File: src/rtl/instruction_fetch_pkg.sv
// Shared widths, constants and the FIFO entry type for the instruction fetch stage.
// Optional feature macro FETCH_BYPASS_EN is consumed by instruction_fetch.sv.
`ifndef DATA_WIDTH
`define DATA_WIDTH 32
`endif
`ifndef INSTRUCTION_WIDTH
`define INSTRUCTION_WIDTH 32
`endif
`ifndef NOP_INSTRUCTION
`define NOP_INSTRUCTION 32'h0000_0013
`endif
`ifndef RESET_VECTOR
`define RESET_VECTOR 32'h0000_0000
`endif
`ifndef PC_STEP
`define PC_STEP 32'd4
`endif

package instruction_fetch_pkg;

    localparam int XLEN = `DATA_WIDTH;
    localparam int ILEN = `INSTRUCTION_WIDTH;

    localparam logic [ILEN-1:0] NOP     = `NOP_INSTRUCTION;
    localparam logic [XLEN-1:0] PC_STEP = `PC_STEP;

    typedef struct packed {
        logic [ILEN-1:0] instr;
        logic [XLEN-1:0] pc;
    } fetch_entry_t;

    function automatic logic [XLEN-1:0] align_pc(input logic [XLEN-1:0] addr);
        return addr & ~XLEN'(3);
    endfunction

endpackage

File: src/rtl/fetch_fifo.sv
// Small synchronous FIFO buffering fetched {instruction, pc} pairs.
// Head entry is visible on rdata whenever empty is low.
module fetch_fifo #(
    parameter int W     = 64,
    parameter int DEPTH = 2
) (
    input  logic                   clk,
    input  logic                   reset,
    input  logic                   push,
    input  logic [W-1:0]           wdata,
    input  logic                   pop,
    output logic [W-1:0]           rdata,
    input  logic                   clear,
    output logic                   full,
    output logic                   empty,
    output logic [$clog2(DEPTH):0] count
);
    localparam int AW = $clog2(DEPTH);
    localparam int CW = AW + 1;

    logic [W-1:0]  mem_q [DEPTH];
    logic [AW-1:0] wr_ptr_q, wr_ptr_d;
    logic [AW-1:0] rd_ptr_q, rd_ptr_d;
    logic [CW-1:0] count_q, count_d;

    always_comb begin
        wr_ptr_d = wr_ptr_q;
        rd_ptr_d = rd_ptr_q;
        count_d  = count_q;
        if (clear) begin
            wr_ptr_d = '0;
            rd_ptr_d = '0;
            count_d  = '0;
        end else begin
            wr_ptr_d = wr_ptr_q + AW'(push);
            rd_ptr_d = rd_ptr_q + AW'(pop);
            count_d  = count_q + CW'(push) - CW'(pop);
        end
    end

    always_ff @(posedge clk or negedge reset) begin
        if (!reset) begin
            wr_ptr_q <= '0;
            rd_ptr_q <= '0;
            count_q  <= '0;
        end else begin
            wr_ptr_q <= wr_ptr_d;
            rd_ptr_q <= rd_ptr_d;
            count_q  <= count_d;
        end
    end

    always_ff @(posedge clk) begin
        if (push && !clear) begin
            mem_q[wr_ptr_q] <= wdata;
        end
    end

    assign rdata = mem_q[rd_ptr_q];
    assign empty = (count_q == '0);
    assign full  = (count_q == CW'(DEPTH));
    assign count = count_q;

endmodule

File: src/rtl/instruction_fetch.sv
// Fetch stage: issues in-order imem requests under a credit limit and feeds the IF/ID register.
// Define FETCH_BYPASS_EN to let a response load the output register directly when the FIFO is empty.
module instruction_fetch
    import instruction_fetch_pkg::*;
#(
    parameter logic [XLEN-1:0] RESET_PC   = `RESET_VECTOR,
    parameter int              FIFO_DEPTH = 2
) (
    input  logic            clk,
    input  logic            reset,
    output logic            imem_req_valid,
    input  logic            imem_req_ready,
    output logic [XLEN-1:0] imem_req_addr,
    input  logic            imem_resp_valid,
    input  logic [ILEN-1:0] imem_resp_data,
    input  logic            redirect_valid,
    input  logic [XLEN-1:0] redirect_pc,
    input  logic            stall,
    output logic [ILEN-1:0] instruction,
    output logic [XLEN-1:0] pc,
    output logic            valid
);
    localparam int AW = $clog2(FIFO_DEPTH);
    localparam int CW = AW + 1;
    localparam int SW = CW + 2;

    logic [XLEN-1:0] fetch_pc_q, fetch_pc_d;
    logic [CW-1:0]   outstanding_q, outstanding_d;
    logic [CW-1:0]   drop_q, drop_d;
    logic [ILEN-1:0] instr_q, instr_d;
    logic [XLEN-1:0] pc_q, pc_d;
    logic            valid_q, valid_d;

    // PC tags of accepted requests, consumed in order by non-dropped responses
    logic [XLEN-1:0] tag_mem [FIFO_DEPTH];
    logic [AW-1:0]   tag_wr_q, tag_wr_d;
    logic [AW-1:0]   tag_rd_q, tag_rd_d;

    logic            hs, resp_take, bypass;
    logic            fifo_push, fifo_pop, fifo_full, fifo_empty;
    logic [CW-1:0]   fifo_count;
    fetch_entry_t    fifo_wdata, fifo_rdata;

    assign hs        = imem_req_valid && imem_req_ready;
    assign resp_take = imem_resp_valid && (drop_q == '0);

`ifdef FETCH_BYPASS_EN
    assign bypass = resp_take && fifo_empty && !stall && !redirect_valid;
`else
    assign bypass = 1'b0;
`endif

    assign fifo_push  = resp_take && !redirect_valid && !bypass;
    assign fifo_pop   = !redirect_valid && !stall && !fifo_empty;
    assign fifo_wdata = '{instr: imem_resp_data, pc: tag_mem[tag_rd_q]};

    // Gated by reset so nothing is requested while the stage is held in reset
    assign imem_req_valid = reset && !redirect_valid &&
        ((SW'(outstanding_q) + SW'(fifo_count) + SW'(drop_q)) < SW'(FIFO_DEPTH));
    assign imem_req_addr  = fetch_pc_q;

    always_comb begin
        fetch_pc_d    = fetch_pc_q;
        outstanding_d = outstanding_q + CW'(hs) - CW'(resp_take);
        drop_d        = drop_q - CW'(imem_resp_valid && !resp_take);
        tag_wr_d      = tag_wr_q + AW'(hs);
        tag_rd_d      = tag_rd_q + AW'(resp_take);
        instr_d       = instr_q;
        pc_d          = pc_q;
        valid_d       = valid_q;
        if (hs) begin
            fetch_pc_d = fetch_pc_q + PC_STEP;
        end
        if (redirect_valid) begin
            // Every response still in flight must be discarded, including one arriving now
            fetch_pc_d    = align_pc(redirect_pc);
            drop_d        = CW'(SW'(drop_q) + SW'(outstanding_q) - SW'(imem_resp_valid));
            outstanding_d = '0;
            tag_wr_d      = '0;
            tag_rd_d      = '0;
            instr_d       = NOP;
            valid_d       = 1'b0;
        end else if (!stall) begin
            if (fifo_pop) begin
                instr_d = fifo_rdata.instr;
                pc_d    = fifo_rdata.pc;
                valid_d = 1'b1;
            end else if (bypass) begin
                instr_d = imem_resp_data;
                pc_d    = tag_mem[tag_rd_q];
                valid_d = 1'b1;
            end else begin
                instr_d = NOP;
                valid_d = 1'b0;
            end
        end
    end

    always_ff @(posedge clk or negedge reset) begin
        if (!reset) begin
            fetch_pc_q    <= RESET_PC;
            outstanding_q <= '0;
            drop_q        <= '0;
            tag_wr_q      <= '0;
            tag_rd_q      <= '0;
            instr_q       <= NOP;
            pc_q          <= '0;
            valid_q       <= 1'b0;
        end else begin
            fetch_pc_q    <= fetch_pc_d;
            outstanding_q <= outstanding_d;
            drop_q        <= drop_d;
            tag_wr_q      <= tag_wr_d;
            tag_rd_q      <= tag_rd_d;
            instr_q       <= instr_d;
            pc_q          <= pc_d;
            valid_q       <= valid_d;
        end
    end

    always_ff @(posedge clk) begin
        if (hs) begin
            tag_mem[tag_wr_q] <= fetch_pc_q;
        end
    end

    fetch_fifo #(
        .W     (ILEN + XLEN),
        .DEPTH (FIFO_DEPTH)
    ) u_fifo (
        .clk   (clk),
        .reset (reset),
        .push  (fifo_push),
        .wdata (fifo_wdata),
        .pop   (fifo_pop),
        .rdata (fifo_rdata),
        .clear (redirect_valid),
        .full  (fifo_full),
        .empty (fifo_empty),
        .count (fifo_count)
    );

    assert property (@(posedge clk) disable iff (!reset) !(fifo_push && fifo_full));

    assign instruction = instr_q;
    assign pc          = pc_q;
    assign valid       = valid_q;

endmodule

File: config.mk
export PLATFORM = sky130hd
export DESIGN_NAME = instruction_fetch
export DESIGN_NICKNAME = d
export VERILOG_FILES = /design/src/rtl/instruction_fetch_pkg.sv /design/src/rtl/fetch_fifo.sv /design/src/rtl/instruction_fetch.sv
export SDC_FILE = /design/constraint.sdc
export NUM_CORES = 1
export LEC_CHECK = 0
export BUFFER_PORTS_ARGS = -buffer_cell sky130_fd_sc_hd__buf_4
export CAP_MARGIN = 30
export CORE_ASPECT_RATIO = 0.5
export CORE_UTILIZATION = 40
export DETAILED_ROUTE_END_ITERATION = 7
export GPL_TIMING_DRIVEN = 0
export PLACE_DENSITY = 0.6
export SLEW_MARGIN = 20
export SYNTH_ARGS = -nofsm -noshare
export SYNTH_HDL_FRONTEND = slang
export SYNTH_HIERARCHICAL = 1
export SYNTH_SLANG_ARGS = --single-unit
File: constraint.sdc
create_clock -name clk -period 6 [get_ports clk]
set_input_delay 1.2 -clock clk [delete_from_list [all_inputs] [get_ports clk]]
set_output_delay 1.2 -clock clk [all_outputs]
set_load 0.05 [all_outputs]
**Word-level counts from Yosys, hierarchy flattened**

Memory sizes are Yosys's and may differ from the RTL's.
Index checks and enable logic that the tools add are counted.

- Register bits after elaboration: 107
- Bits in latches: 0
- Bits in writable memories: 192
- Bits in read-only memories: 0
- Output and inout bits: 98
- Logic and storage cells: 67
- Memories: 2

Memory list:

| name | words | width | read ports | clocked after Yosys merged registers in | write ports | line | source |
|---|---|---|---|---|---|---|---|
| u_fifo.mem_q | 2 | 64 | 1 | 0 | 1 | fetch_fifo.sv:21 | `logic [W-1:0] mem_q [DEPTH];` |
| tag_mem | 2 | 32 | 1 | 0 | 1 | instruction_fetch.sv:35 | `logic [XLEN-1:0] tag_mem [FIFO_DEPTH];` |

- Add/subtract/negate cells: 14
- Multiply operators: 0
- Divide/modulo/power cells: 0
- Order comparisons: 1
- Equality and inequality tests: 1
- Shift-type cells: 0
- Mux-type cells: 19
- Bitwise logic cells: 2
- Reduce and logical (&&, ||, !) cells: 17

Operator list:

| operator | number |
|---|---|
| 32-bit two-way mux | 5 |
| 32-bit by 3-bit adder with 32-bit output (second input constant) | 1 |
| 1-bit two-way mux | 11 |
| 1-bit logical AND | 9 |
| 2-bit by 1-bit subtractor with 2-bit output | 4 |
| 2-bit two-way mux | 3 |
| 1-bit adder | 4 |
| 2-bit by 1-bit adder with 2-bit output | 2 |
| 3-bit by 2-bit adder with 4-bit output | 1 |
| 1-bit zero test | 4 |
| 2-bit zero test | 2 |
| 4-bit by 2-bit < comparator with 1-bit output (second input constant) | 1 |
| 2-bit by 2-bit adder with 3-bit output | 1 |
| 3-bit AND reduction | 1 |
| 2-bit adder | 1 |
| 2-bit != test (second input constant) | 1 |
| 1-bit inverter | 2 |
| 2-bit nonzero test | 1 |

**Depth between registers and ports, before layout**

Gate-level depths: netlist (run 1).

- Word-level depth: 8
- Gate-level depth with buffers: 13
- Depth with buffers taken out: 11

**Hierarchy**

Netlist (run 1), hierarchy kept.

Modules (own cells, without submodules):

| module | instances | cells an instance | area each (sq um) |
|---|---|---|---|
| instruction_fetch | 1 | 568 | 6802.8 |
| fetch_fifo | 1 | 218 | 5041.1 |

**Worst setup path before layout (run 1)**

Ideal clock, no wire load.

- Path type: input -> register
- Start: input redirect_valid
- End: memory u_fifo.mem_q[0][0] (enable)
- Setup time: 0.579 ns
- Arrival: 6.701 ns
- Required time: 5.421 ns
- Setup slack: -1.280 ns
- Stages: 5
- Path buffers: 2
- Cell sequence: clkbuf_1 inv_1 clkbuf_1 and2_1 nor3b_1

- Word-level cells in the longest chain between the ends: 5

Ends and longest elaborated chain:

| item | line | source |
|---|---|---|
| start: declaration | instruction_fetch.sv:16 | `input logic redirect_valid,` |
| 1-bit zero test | instruction_fetch.sv:53 | `assign fifo_push = resp_take && !redirect_valid && !bypass;` |
| 1-bit logical AND | instruction_fetch.sv:53 |  |
| via fifo_push | instruction_fetch.sv:40 | `logic fifo_push, fifo_pop, fifo_full, fifo_empty;` |
| 1-bit logical AND | fetch_fifo.sv:54 | `if (push && !clear) begin` |
| 1-bit two-way mux | fetch_fifo.sv:54 |  |
| 1-bit two-way mux (implied by the code) | fetch_fifo.sv:55 | `mem_q[wr_ptr_q] <= wdata;` |
| end: declaration | fetch_fifo.sv:21 |  |

The timed path passes the listed nets, and every way through them passes these cells.

**Worst setup path after layout (run 1)**

- Start: input reset
- End: output imem_req_valid

- Word-level cells in the longest chain between the ends: 2

Ends and longest elaborated chain:

| item | line | source |
|---|---|---|
| start: declaration | instruction_fetch.sv:10 | `input logic reset,` |
| 1-bit logical AND (2 in a row) | instruction_fetch.sv:58 | `assign imem_req_valid = reset && !redirect_valid &&` |
| end: declaration | instruction_fetch.sv:11 | `output logic imem_req_valid,` |

Every way passes these cells.

==> flow_metrics.py, run 1 <==
metrics = {
    "synthesis": {
        "postSynthAreaPerCell_sq_um": 15.08,
        "syn_area_sq_um": 11840,
        "yosysWarnings": 6,
        "syn_inst": 785,
    },
    "pwr": {
        "vdd_drop_max_mv": 0.1895,
        "power_density_nw_per_um2": 392.0,
        "p_leak_nw": 5.960,
    },
    "setup_path": {
        "critPathMaxFanout": 75,
        "startpoint_type": "input port",
        "crit_path_end_kind": "output port",
        "worstPathArrival_ns": 2.75,
        "path_class": "in -> out",
        "crit_required_ns": 4.80,
    },
    "place": {
        "port-buffer-count": 163,
        "dp_hpwl_um": 18850,
        "place_ws_ns": 1.760,
        "placed_area_sq_um": 13750,
        "place_congestion": 0.8379,
    },
    "clock_network": {
        "htree_levels": 1,
        "cts_resized": 0,
        "cts_tree": "yes",
        "clk_latency_ns": 0.56,
        "cts.sinks": 293,
        "clockBufferDepth": 3,
        "cts_made_buffers": 28,
        "post_cts_buffers": 0,
        "cts.clk_slew.worst_paths_ns": 0.06,
        "hold_buffers": 0,
        "cts-root-buf": "clkbuf_16",
    },
    "sta": {
        "finalHoldViolCount": 0,
        "fin_crit_sh_pct": 65.78,
        "worst_pin_slew_ns": 0.8849,
        "post-route-min-period_ns": 3.947,
        "slew_headroom_pct": 40.55,
        "rsz0062_at_grt": "no",
        "clock.fmax_mhz": 253.4,
        "layout_setup_ws_ns": 2.053,
        "slew_violations": 0,
        "skew_ns": 0.02516,
        "setup_violations": 0,
    },
    "cells_and_area": {
        "layout-drive-gt1-share_pct": 32.74,
        "nNetsFinal": 1076,
        "syn2layout_area_growth_pct": 24.09,
        "fillers": 2491,
        "seq_area_sq_um": 8277,
        "antenna_cells": 0,
        "multi_input_area_sq_um": 3346,
        "fin_area_sq_um": 14690,
        "fin_util_pct": 50.53,
    },
    "die": {
        "die_w_um": 245.3,
        "rows": 44,
        "core_sq_um": 29070,
        "die_area_sq_um": 30330,
        "die_height_um": 123.6,
        "io_pins": 168,
        "start_util_pct": 40.72,
    },
    "routing": {
        "drc": 0,
        "routed_via_density": 5.075,
        "drtAntennaViolNets": 0,
        "vias": 7131,
        "dr.first_iter.drc_count": 573,
        "wl_per_cell_um": 19.56,
        "drt-total-wl_um": 27480,
        "drt_pass1_iterations": 5,
    },
    "global_routing": {
        "grtUsageTotal_pct": 18.00,
        "antenna_found_initial": 0,
        "grt_overflow": 0,
        "grt_pass1_wl_um": 41320,
        "grt_pass1_vias": 7232,
        "grt_max_degree": 76,
    },
    "status": {
        "outcome": "finished clean",
    },
    "job": {
        "cap_violations": 0,
    },
    "hold_path": {
        "hold_class": "reg -> reg",
    },
}
-- cell type report --
type	instances	share of cell area [%]
inverter	17	0.4344
clock buffer	36	5.187
multi-input combinational	444	22.78
clock inverter	16	1.218
sequential	293	56.35
timing repair buffer	172	9.412
tap	391	3.330
buffer	36	1.295
-- per-stage QoR --
step	cells	TNS [ns]	total power [W]	hold slack, ns
after floorplan	790	0	0.003491	0.5344
after global placement	1344	-102.86	0.003947	0.4603
after detailed placement	1353	0	0.003989	0.4643
after CTS	1405	0	0.005816	0.4798
after global routing	1405	0	0.005989	0.5077
final	1405	0	0.005758	0.4782
-- worst paths after layout --
kind | cells after the start | to | slack (ns) | from
max | 5 | imem_req_valid | 2.05 | reset
min | 2 | pc[3] | 0.48 | pc[3]
max reg2reg | 13 | outstanding_q[1] | 2.49 | drop_q[1]
min reg2reg | 2 | pc[3] | 0.48 | pc[3]
max in group asynchronous | 2 | instruction[4] | 4.72 | reset
min in group asynchronous | 1 | instruction[11] | 0.56 | reset
-- report_power, final --
part           total (W)  switching [W]  internal (W)  leakage (nW)
logic            0.00138       0.000915      0.000467          2.44
clock network    0.00182       0.000750       0.00107         0.466
registers        0.00256       0.000163       0.00240          3.05
total            0.00576        0.00183       0.00393          5.96
-- per-layer routing --
layer	share of wire [%]	wire length, um	vias up	GRT usage, %
met4	2.5	696	0	5.234
met3	4.4	1208	48	3.017
li1	-	-	3331	-
met2	48	13100	189	30.10
met5	0	0	-	0
met1	45	12480	3563	24.39
-- worst max-delay path: stages --
cell and delay, ns:
buf_6 0.30, buf_16 0.37, nor4b_1 0.36, and2_1 0.22, buf_4 0.21
-- flip-flops by register name, indices dropped and copies added, names as in the netlist --
register	count
u_fifo/mem_q	128
tag_mem	60
instruction	32
pc	32
imem_req_addr	30
drop_q	2
outstanding_q	2
u_fifo/count	2
tag_rd_q	1
tag_wr_q	1
u_fifo/rd_ptr_q	1
u_fifo/wr_ptr_q	1
valid	1
-- layout by cell type (no fill, tap or decap), drive strengths merged, types with 4 or more instances in the layout --
cell type,count
nor2,19
and2,4
edfxtp,188
a221o,6
ha,13
dfrtp,102
nand3,17
nand2,135
nor4,6
o21ai,20
or3,6
xor2,5
and3,4
o311ai,5
clkinv,12
buf,186
xnor2,8
clkbuf,58
o211ai,8
a22o,30
mux2,94
a21oi,6
or4,4
nor3,4
bufinv,4
a31oi,4
inv,17
conb,6
nand4,11
No activity file was read; power rests on OpenSTA's default activity.
==> run 2: changes to the inputs <==
--- a/config.mk
+++ b/config.mk
@@ -11,7 +11,7 @@
 export CORE_UTILIZATION = 40
 export DETAILED_ROUTE_END_ITERATION = 7
 export GPL_TIMING_DRIVEN = 0
-export PLACE_DENSITY = 0.6
+export PLACE_DENSITY = 0.58
 export SLEW_MARGIN = 20
 export SYNTH_ARGS = -nofsm -noshare
 export SYNTH_HDL_FRONTEND = slang
==> constraint.sdc (replaced) <==
create_clock -name clk -period 4.1 [get_ports clk]
set_input_delay 0.82 -clock clk [delete_from_list [all_inputs] [get_ports clk]]
set_output_delay 0.82 -clock clk [all_outputs]
set_load 0.05 [all_outputs]
==> run 2 against run 1 <==
  * Critical path depth up 8
  * Non-clock buffer count unchanged
  * Largest power group unchanged
  * Wire length up 0.23%
  * Clock skew up 0.0012 ns
  * Global-route usage about the same
  * Register-to-register slack worse by 1.9 ns
  * Die area unchanged
==> flow_metrics.py, run 2 (synthesis results as in run 1) <==
metrics = {
    "pwr": {
        "power_density_nw_per_um2": 562.5,
        "p_clk_share_pct": 29.8,
        "pwr-share-seq_pct": 45.6,
        "p_sw_w": 0.002685,
        "vdd_drop_max_mv": 0.2504,
        "p_leak_nw": 5.908,
        "swShare_pct": 32.70,
        "p_int_w": 0.005525,
        "comb_power_share_pct": 24.6,
    },
    "clock_network": {
        "cts-root-buf": "clkbuf_16",
        "cts.sinks": 293,
        "post_cts_buffers": 0,
        "clockBufferDepth": 3,
        "clk_latency_ns": 0.55,
        "hold_buffers": 0,
        "htree_levels": 1,
        "cts.clk_slew.worst_paths_ns": 0.07,
        "cts_resized": 0,
        "cts_tree": "yes",
        "cts_made_buffers": 27,
    },
    "setup_path": {
        "worstPathArrival_ns": 3.89,
        "crit_required_ns": 4.51,
        "crit_path_end_kind": "flop",
        "critPathMaxFanout": 10,
        "startpoint_type": "flop",
        "cp_slowest_cell": "fa_1",
        "worstPathCellList": "inv_1 -> fa_1 -> inv_1 -> ha_1 -> nor4b_1 -> nand3_1 -> clkbuf_1 -> clkbuf_1 -> ha_1 -> inv_1 -> ha_1 -> xnor2_1 -> nor2_1",
        "crit_buf_inv": 5,
        "cp_top_family": "adder cells",
        "cp_slowest_stage_delay_ns": 0.50,
        "path_class": "reg -> reg",
    },
    "cells_and_area": {
        "syn2layout_area_growth_pct": 23.31,
        "largest_reg_flops": 128,
        "fillers": 2530,
        "mostFrequentLayoutCell": "edfxtp_1",
        "largest_registers": "u_fifo/mem_q (128), tag_mem (60)",
        "antenna_cells": 0,
        "layout-drive-gt1-share_pct": 32.91,
        "regMostFlops": "u_fifo/mem_q",
        "nNetsFinal": 1075,
        "mostFrequentLayoutCells": "edfxtp_1 (188), buf_4 (164), nand2_1 (135)",
    },
    "place": {
        "port-buffer-count": 163,
        "dp_hpwl_um": 18800,
        "place_ws_ns": 0.2649,
        "place_congestion": 0.8308,
    },
    "global_routing": {
        "grtUsageTotal_pct": 18.01,
        "grt_overflow": 0,
        "grt_pass1_wl_um": 41390,
        "grt_max_degree": 75,
        "grt_pass1_vias": 7138,
        "antenna_found_initial": 0,
    },
    "hold_path": {
        "hold_class": "in -> async",
    },
    "routing": {
        "vias": 7063,
        "drt_pass1_iterations": 5,
        "drt-total-wl_um": 27540,
        "drtAntennaViolNets": 0,
        "dr.first_iter.drc_count": 504,
        "routed_via_density": 5.034,
        "drc": 0,
        "wl_per_cell_um": 19.63,
    },
    "die": {
        "start_util_pct": 40.72,
        "rows": 44,
        "die_area_sq_um": 30330,
        "io_pins": 168,
        "die_height_um": 123.6,
        "core_sq_um": 29070,
        "die_w_um": 245.3,
    },
    "sta": {
        "worst_pin_slew_ns": 0.8703,
        "rsz0062_at_grt": "no",
        "clock.fmax_mhz": 287.4,
        "layout_setup_ws_ns": 0.6211,
        "setup_tns_ns": 0,
        "slew_violations": 0,
        "slew_headroom_pct": 41.54,
        "finalHoldViolCount": 0,
        "fin_crit_sh_pct": 84.85,
        "post-route-min-period_ns": 3.479,
        "skew_ns": 0.02636,
        "setup_violations": 0,
    },
    "job": {
        "cap_violations": 0,
    },
    "status": {
        "outcome": "finished clean",
    },
}
[run 2: layer usage]
metal | routed length, um | up-vias | GRT usage (%)
met5 | 0 | - | 0
li1 | - | 3322 | -
met4 | 469 | 0 | 4.180
met2 | 13440 | 161 | 30.40
met3 | 1012 | 33 | 2.866
met1 | 12610 | 3547 | 24.67
[run 2: metrics by stage]
stage | util (%) | std cells | cell area [sq um] | hold WS (ns) | total power (W)
floorplan | - | 790 | 11870 | 0.5244 | 0.005109
global placement | 46.72 | 1344 | 13580 | 0.4627 | 0.005782
detailed placement | 47.30 | 1353 | 13750 | 0.4651 | 0.005842
CTS | 50.22 | 1403 | 14600 | 0.1695 | 0.008297
global route | 50.22 | 1403 | 14600 | 0.1821 | 0.008552
finish | 50.22 | 1403 | 14600 | 0.1820 | 0.008210
[run 2: path summary, 6_finish.rpt]
path | to | cells after the start | slack [ns] | start
setup / recovery | outstanding_q[1] | 13 | 0.62 | drop_q[1]
hold / removal | instruction[12] | 1 | 0.18 | reset
setup reg to reg | outstanding_q[1] | 13 | 0.62 | drop_q[1]
hold reg to reg | pc[5] | 2 | 0.48 | pc[5]
max in group asynchronous | imem_req_addr[6] | 2 | 3.21 | reset
min in group clk | u_fifo/mem_q[0][49] | 1 | 0.46 | imem_resp_data[17]
[run 2: area by class of cell]
class | instances | area [sq um] | area share (%)
flip-flops and latches | 293 | 8277 | 56.70
repair buffers | 172 | 1383 | 9.472
well taps | 391 | 489.2 | 3.352
multi-input cells | 444 | 3346 | 22.92
clock inverters | 15 | 112.6 | 0.7715
inverters | 17 | 63.81 | 0.4372
clock buffers | 35 | 735.7 | 5.040
plain buffers | 36 | 190.2 | 1.303
[run 2: power groups by stage]
stage / clock [W] / sequential, W / combinational, W
floorplan: 0 / 0.00443 / 0.000676
global placement: 0 / 0.00380 / 0.00199
detailed placement: 0 / 0.00381 / 0.00203
CTS: 0.00251 / 0.00375 / 0.00204
global route: 0.00262 / 0.00378 / 0.00216
finish: 0.00244 / 0.00375 / 0.00202
==> run 3: changes to the inputs <==
==> constraint.sdc (replaced) <==
create_clock -name clk -period 3.55 [get_ports clk]
set_input_delay 0.71 -clock clk [delete_from_list [all_inputs] [get_ports clk]]
set_output_delay 0.71 -clock clk [all_outputs]
set_load 0.05 [all_outputs]
==> run 3 against run 2 <==
  * Via count up 0.89%
  * Worst setup slack worse by 0.38 ns
  * Critical path depth down 6
  * Combinational power up 15%
  * Largest cell class unchanged
  * Highest routed layer unchanged
==> flow_metrics.py, run 3 (synthesis results as in run 1) <==
metrics = {
    "routing": {
        "drt-total-wl_um": 27200,
        "wl_met1_um": 12300,
        "top_layer": "met4",
        "drt_pass1_iterations": 7,
        "wl_per_cell_um": 19.40,
        "met2_length_um": 12950,
        "dr_wl_met3_um": 1317,
        "drtAntennaViolNets": 0,
        "vias": 7126,
        "dr.first_iter.drc_count": 479,
        "routed_via_density": 5.083,
        "drc": 0,
    },
    "clock_network": {
        "cts.sinks": 293,
        "clockBufferDepth": 3,
        "cts_tree": "yes",
        "clk_latency_ns": 0.54,
        "htree_levels": 1,
        "cts.clk_slew.worst_paths_ns": 0.07,
        "cts-root-buf": "clkbuf_16",
        "cts_made_buffers": 27,
    },
    "setup_path": {
        "rr_endpoint": "outstanding_q[1]",
        "worstPathCellList": "inv_1 -> fa_1 -> inv_1 -> ha_1 -> nor4b_2 -> and2_1 -> buf_4",
        "cp_slowest_stage_delay_ns": 0.54,
        "ff2ff_setup_slack_ns": 0.26,
        "critPathMaxFanout": 3,
        "cp-endpoint": "imem_req_valid",
        "crit_required_ns": 2.84,
        "r2r_start": "outstanding_q[1]",
        "path_class": "reg -> out",
        "startpoint_type": "flop",
        "crit_top_cell": "inv_1",
        "crit_path_end_kind": "output port",
        "cp_slowest_cell": "fa_1",
        "worstPathArrival_ns": 2.60,
        "cp-startpoint": "outstanding_q[1]",
        "rr_worst_depth": 13,
    },
    "sta": {
        "slew_violations": 0,
        "holdWs_ns": 0.1799,
        "skew_ns": 0.01617,
        "worst_pin_slew_ns": 0.8947,
        "rsz0062_at_grt": "no",
        "post-route-min-period_ns": 3.313,
        "setup_violations": 0,
        "clock.fmax_mhz": 301.8,
        "layout_setup_ws_ns": 0.2370,
        "fin_crit_sh_pct": 93.32,
        "slew_headroom_pct": 39.90,
        "finalHoldViolCount": 0,
    },
    "job": {
        "cap_violations": 0,
    },
    "cells_and_area": {
        "multi_input_area_sq_um": 3352,
        "antenna_cells": 0,
        "fin_util_pct": 50.54,
        "mostFrequentLayoutCells": "edfxtp_1 (188), buf_4 (164), nand2_1 (135)",
        "largest_registers": "u_fifo/mem_q (128), tag_mem (60)",
        "mostFrequentLayoutCell": "edfxtp_1",
        "syn2layout_area_growth_pct": 24.11,
        "seq_area_sq_um": 8277,
        "nNetsFinal": 1075,
        "fin_cells": 1402,
        "layout-drive-gt1-share_pct": 33.14,
        "fillers": 2471,
        "fin_area_sq_um": 14690,
        "regMostFlops": "u_fifo/mem_q",
        "largest_reg_flops": 128,
    },
    "place": {
        "placed_area_sq_um": 13760,
        "dp_hpwl_um": 18570,
        "place_congestion": 0.8151,
        "port-buffer-count": 163,
        "place_ws_ns": -0.2342,
        "dp.cells": 1353,
    },
    "die": {
        "die_w_um": 245.3,
        "start_util_pct": 40.72,
        "rows": 44,
        "die_area_sq_um": 30330,
        "io_pins": 168,
        "core_sq_um": 29070,
        "die_height_um": 123.6,
    },
    "status": {
        "outcome": "finished clean",
    },
    "pwr": {
        "p_leak_nw": 5.960,
        "vdd_drop_max_mv": 0.3074,
        "power_density_nw_per_um2": 659.2,
    },
    "global_routing": {
        "grt_pass1_vias": 6976,
        "grtUsageTotal_pct": 17.80,
        "grt_overflow": 0,
        "grt_pass1_wl_um": 40890,
        "grt_max_degree": 62,
        "antenna_found_initial": 0,
    },
    "hold_path": {
        "hold_class": "in -> async",
    },
}
==> run 3: changes by cell type in the layout (fill, tap and decap cells not counted), moves of 3 or more <==
cell	before	now
clkbuf_2	0	3
clkinv_2	7	2
clkinv_4	0	3
clkinvlp_4	3	0
==> run 3: worst min path at each step <==
stage | endpoint | slack (ns) | depth (start not counted)
CTS | instruction[14] | 0.18 | 1
detailed placement | pc[16] | 0.47 | 2
global route | instruction[14] | 0.20 | 1
finish | instruction[14] | 0.18 | 1
global placement | pc[6] | 0.46 | 2
floorplan | drop_q[0] | 0.41 | 0
==> run 3: metal layers <==
| metal | up-vias | track usage, % |
|---|---|---|
| met5 | - | 0 |
| met4 | 0 | 4.961 |
| met3 | 43 | 3.297 |
| met2 | 188 | 28.88 |
| met1 | 3573 | 24.69 |
| li1 | 3322 | - |
==> run 3: report_power, final <==
group	total (W)	internal [W]	switching (W)
clock	0.00302	0.00177	0.00125
sequential	0.00433	0.00405	0.000279
combinational	0.00233	0.000794	0.00154
==> run 3: area by class of cell <==
cell class                      count  area share, %
Buffer                             36          1.320
Sequential cell                   293          56.34
Timing Repair Buffer              172          9.462
Tap cell                          391          3.330
Inverter                           17         0.4343
Clock buffer                       41          5.442
Clock inverter                      8         0.8602
Multi-Input combinational cell    444          22.82
==> run 3: critical path, delay by kind of cell, from the launching register on <==
| kind | cells | cell delay, ns |
|---|---|---|
| and+or+nand+nor | 2 | 0.49 |
| buffers and inverters | 3 | 0.33 |
| DFF | 1 | 0.40 |
| adders and majority gates | 2 | 0.85 |
==> run 3: timing repair <==
action,CTS,global route
buffers inserted,0,0
endpoints found under the setup margin,0,3
hold buffers,0,0
hold endpoints to repair,0,0
gates resized for setup,0,5
==> run 3: metrics by stage <==
stage	setup TNS [ns]	total power, W
6_report	0	0.009685
5_1_grt	0	0.01009
4_1_cts	0	0.009772
3_5_place_dp	-0.7285	0.006736
3_3_place_gp	-289.15	0.006668
2_1_floorplan	0	0.005900
